File: config.mk
export PLATFORM = sky130hd
export DESIGN_NAME = mock_ram
export DESIGN_NICKNAME = d
export VERILOG_FILES = /design/src/rtl/mock8080_pkg.sv /design/src/rtl/slave_clk_edge.sv /design/src/rtl/mock_ram.sv
export SDC_FILE = /design/constraint.sdc
export NUM_CORES = 2
export LEC_CHECK = 0
export CORE_MARGIN = 3
export CORE_UTILIZATION = 63
export DETAILED_ROUTE_END_ITERATION = 8
export DONT_BUFFER_PORTS = 1
export HOLD_SLACK_MARGIN = 0.06
export PLACE_DENSITY = 0.76
export SETUP_SLACK_MARGIN = 0.2
export SLEW_MARGIN = 20
export SYNTH_ARGS = -nofsm -noshare
export SYNTH_HDL_FRONTEND = slang
export SYNTH_SLANG_ARGS = --single-unit
File: constraint.sdc
create_clock -name clk_qzt -period 10.45 [get_ports clk_qzt]
set_clock_uncertainty 0.15 [all_clocks]
set_input_delay 3.135 -clock clk_qzt [delete_from_list [all_inputs] [get_ports clk_qzt]]
set_output_delay 3.135 -clock clk_qzt [all_outputs]
set_load 0.01 [all_outputs]
File: src/rtl/mock8080_pkg.sv
// Shared widths and RAM controller state encoding for the mock 8080 system.
package mock8080_pkg;
  localparam int ADDR_W = 8;
  localparam int DATA_W = 8;

  typedef enum logic {
    IDLE  = 1'b0,
    CLEAR = 1'b1
  } ram_state_t;
endpackage

File: src/rtl/slave_clk_edge.sv
// Rising-edge detector for the slave clock, sampled on the master clock.
module slave_clk_edge (
  input  logic clk_qzt,
  input  logic reset,
  input  logic clk_in,
  output logic clk_rise
);
  logic clk_in_old_reg;

  always_ff @(posedge clk_qzt) begin
    if (reset) clk_in_old_reg <= 1'b0;
    else       clk_in_old_reg <= clk_in;
  end

  assign clk_rise = clk_in & ~clk_in_old_reg;
endmodule

File: src/rtl/mock_ram.sv
// 256x8 CPU-side RAM with a handshaked preload port and a full-array clear engine.
module mock_ram #(
  parameter int ADDR_W = mock8080_pkg::ADDR_W,
  parameter int DATA_W = mock8080_pkg::DATA_W
) (
  input  logic              clk_qzt,
  input  logic              reset,
  input  logic              clk_in,
  input  logic              en,
  input  logic [ADDR_W-1:0] addr,
  input  logic [DATA_W-1:0] wr_data,
  input  logic              we,
  output logic [DATA_W-1:0] rd_data,
  input  logic              ld_valid,
  output logic              ld_ready,
  input  logic [ADDR_W-1:0] ld_addr,
  input  logic [DATA_W-1:0] ld_data,
  input  logic              clr_req,
  output logic              busy
);
  import mock8080_pkg::*;

  localparam int DEPTH = 2**ADDR_W;

  logic [DATA_W-1:0] mem [DEPTH];
  logic [DATA_W-1:0] rd_data_reg;
  logic [ADDR_W-1:0] clr_cnt_reg;
  ram_state_t        state_reg;
  logic              busy_reg;
  logic              clk_rise;
  logic              cpu_wr;
  logic              ld_fire;
  logic              clear_wr;

  slave_clk_edge u_edge (
    .clk_qzt  (clk_qzt),
    .reset    (reset),
    .clk_in   (clk_in),
    .clk_rise (clk_rise)
  );

  assign cpu_wr   = en & clk_rise & we & (state_reg == IDLE);
  assign ld_ready = (state_reg == IDLE) & ~cpu_wr;
  assign ld_fire  = ld_valid & ld_ready;
  // Reset must stop the sweep on the very cycle it is asserted.
  assign clear_wr = (state_reg == CLEAR) & ~reset;

  // Single write port: clear sweep, then CPU, then loader.
  always_ff @(posedge clk_qzt) begin
    if (clear_wr)     mem[clr_cnt_reg] <= '0;
    else if (cpu_wr)  mem[addr]        <= wr_data;
    else if (ld_fire) mem[ld_addr]     <= ld_data;
  end

  always_ff @(posedge clk_qzt) begin
    if (reset)   rd_data_reg <= '0;
    else if (en) rd_data_reg <= mem[addr];
  end

  always_ff @(posedge clk_qzt) begin
    if (reset) begin
      state_reg   <= IDLE;
      clr_cnt_reg <= '0;
      busy_reg    <= 1'b0;
    end else begin
      case (state_reg)
        IDLE: begin
          if (clr_req) begin
            state_reg   <= CLEAR;
            clr_cnt_reg <= '0;
            busy_reg    <= 1'b1;
          end
        end
        CLEAR: begin
          clr_cnt_reg <= clr_cnt_reg + 1'b1;
          if (clr_cnt_reg == {ADDR_W{1'b1}}) begin
            state_reg <= IDLE;
            busy_reg  <= 1'b0;
          end
        end
        default: state_reg <= IDLE;
      endcase
    end
  end

  assign rd_data = rd_data_reg;
  assign busy    = busy_reg;
endmodule

==> results.toml <==
[setup_path]
cp_cell_sequence = "and4b_1 -> nor2_1"
crit_buf_inv = 0
cpPeakStageDelay_ps = 710
crit_type = "in2out"
cp-start-kind = "input port"
worstSetupEndpointType = "output port"
crit_arrival_ps = 4170
cp_max_fo = 18
crit_family = "simple AND/OR/NAND/NOR gates"
critPathSlowestCell = "and4b_1"
cp.required_ps = 7170

[synthesis]
synthSimpleGateAreaFrac_pct = 2.87
synth_compound_area_share_pct = 3.88
syn_area_um2 = 80400
ys_top_cells_by_area = "edfxtp_1, mux4_2, mux2i_1"
synth-xor-area-share_pct = 0.0109
synth_top_family_by_area = "multiplexers"
ys_seq_elements = 2067
async_flop_share_pct = 0
synth_cell_types = 59
synth_top_area_cell = "edfxtp_1"
seq_area_frac_synth_pct = 77.0
synth_top_area_share_pct = 76.5
synth.area.mux_share_pct = 14.3
synthesis.nets = 3935
yosys.area_share.adder_pct = 0.0156
synth_warnings = 0
synth-edff-count = 2048
synth.avg_cell_area_um2 = 20.6
synth_cells = 3895
yosys_most_used_dff = "edfxtp_1"

[routing]
wl_per_cell_um = 35.3
drc = 0
first_iter_violations = 6444
route.vias.total = 40700
wl_um = 202000
antenna_left = 0
first_pass_iters = 6
viasPerCell = 7.12

[floorplanning]
core-area_um2 = 126000
die_w_um = 363
die_area_um2 = 132000
die_h_um = 363
row_count = 130
ios = 49
start_util_pct = 63.7

[clock_tree]
cts_sinks = 2067
cts_max_level = 4
cts_hold_buf = 0
clk_pin_slew_ps = 70
cts-resized-gates = 0
tritoncts = "built"
clock_latency_ps = 820
root_buffer = "clkbuf_16"
cts_buffers = 194
cts_setup_buffers = 0
cts_buffer_depth = 3

[sta]
hold_viol_final = 0
period_share_pct = 71.3
finalMaxSlewViolations = 0
max_freq_ghz = 0.134
min_period_ps = 7450
rsz0062_at_grt = "false"
worstMarginPinSlew_ps = 1280
setup_violations = 0
final.setup.worst_slack_ps = 3000
relSlewSlack_pct = 14.4
hold_ws_ps = 395
setup_tns_ps = 0

[global_routing]
grt_max_degree = 624
grt_pass1_vias = 39700
grt_pass1_wl_um = 291000
globalRouteTotalUtil_pct = 31.1
antenna_found_initial = 8
overflow = 0

[place]
io_buffer_count = 0
place_ws_ps = 2520
gp_congestion = 0.890
place_inst = 5350
dp_hpwl_um = 115000

[pwr]
p_leak_nw = 27.7
p_per_area_nw_per_um2 = 196
p_total_mw = 17.3
peakVddDrop_mv = 0.179

[layout]
largest_reg_flops = 2048
final_cells = 5720
layout.nets = 3941
drive_gt1_share_pct = 19.1
areaGrowthSynthToFinish_pct = 9.70
final_cell_mix = "edfxtp_1, mux4_2, nor2_1, mux2i_1, clkbuf_16"
final_common_cell = "edfxtp_1"

[run]
drv_cap = 0

[hold_path]
hold_class = "reg2reg"

[outcome]
status = "complete, no violations"
worst paths after layout:
path / from / endpoint / slack, ps / depth (start not counted)
setup / recovery: clk_in / ld_ready / 3000 / 2
hold / removal: clr_cnt_reg[5] / clr_cnt_reg[5] / 390 / 2
setup reg to reg: state_reg / mem[0][6] / 5440 / 7
hold reg to reg: clr_cnt_reg[5] / clr_cnt_reg[5] / 390 / 2
through the flow:
| step | cell area (um^2) | util (%) |
|---|---|---|
| 2_1_floorplan | 80400 | - |
| 3_3_place_gp | 81400 | 64.5 |
| 3_5_place_dp | 81400 | 64.5 |
| 4_1_cts | 88000 | 69.7 |
| 5_1_grt | 88200 | 69.8 |
| 6_report | 88200 | 69.9 |
report_power, final:
part | switching (mW) | leakage, nW | internal [mW]
sequential | 0.0182 | 19.0 | 9.17
combinational | 0.560 | 5.50 | 0.252
clock | 3.04 | 3.20 | 4.27
worst register-to-register path, stage by stage, from the launching register on:
cell	delay, ps
dfxtp_1	920
inv_1	400
nand3_1	380
a31oi_1	210
nor2_1	450
nand3_1	950
buf_4	590
nor2_1	590
cells in the mapped netlist (all sizes together) (11+ instances only):
cell / number
nand2: 61
mux4: 410
nor2: 296
nor2b: 14
nor4: 22
a21oi: 36
a211oi: 41
a31oi: 16
edfxtp: 2048
nand4: 11
o221ai: 55
clkbuf: 98
o22ai: 120
nand3: 38
mux2i: 222
o21ai: 18
dfxtp: 19
a22oi: 70
nor3: 19
buf: 143
a22o: 25
routing by layer:
metal	global-route usage [%]	wire, um	part of all wire (%)	vias up
li1	-	-	-	16400
met1	44.3	73800	37	21000
met2	46.6	93600	46	2971
met3	9.07	26400	13	444
met4	11.9	8220	4.1	4
met5	0	28	0.014	-
kinds of logic after synthesis:
| group | count (synthesis) |
|---|---|
| AO/OA/AOI/OAI | 435 |
| XOR/XNOR | 1 |
| adder cells (fa/ha/maj) | 1 |
| buffers and inverters | 247 |
| flip-flops | 2067 |
| multiplexers | 632 |
| AND/OR/NAND/NOR | 512 |
final cells by class:
class | count | area, um^2
Clock buffer | 241 | 5110
Sequential cell | 2067 | 61900
Timing Repair Buffer | 51 | 571
Multi-Input combinational cell | 1581 | 17000
Inverter | 6 | 22.5
Antenna cell | 5 | 12.5
Fill cell | 7346 | 38000
Clock inverter | 119 | 1480
Tap cell | 1650 | 2060
Note: power is estimated with default switching activity, not from simulation.
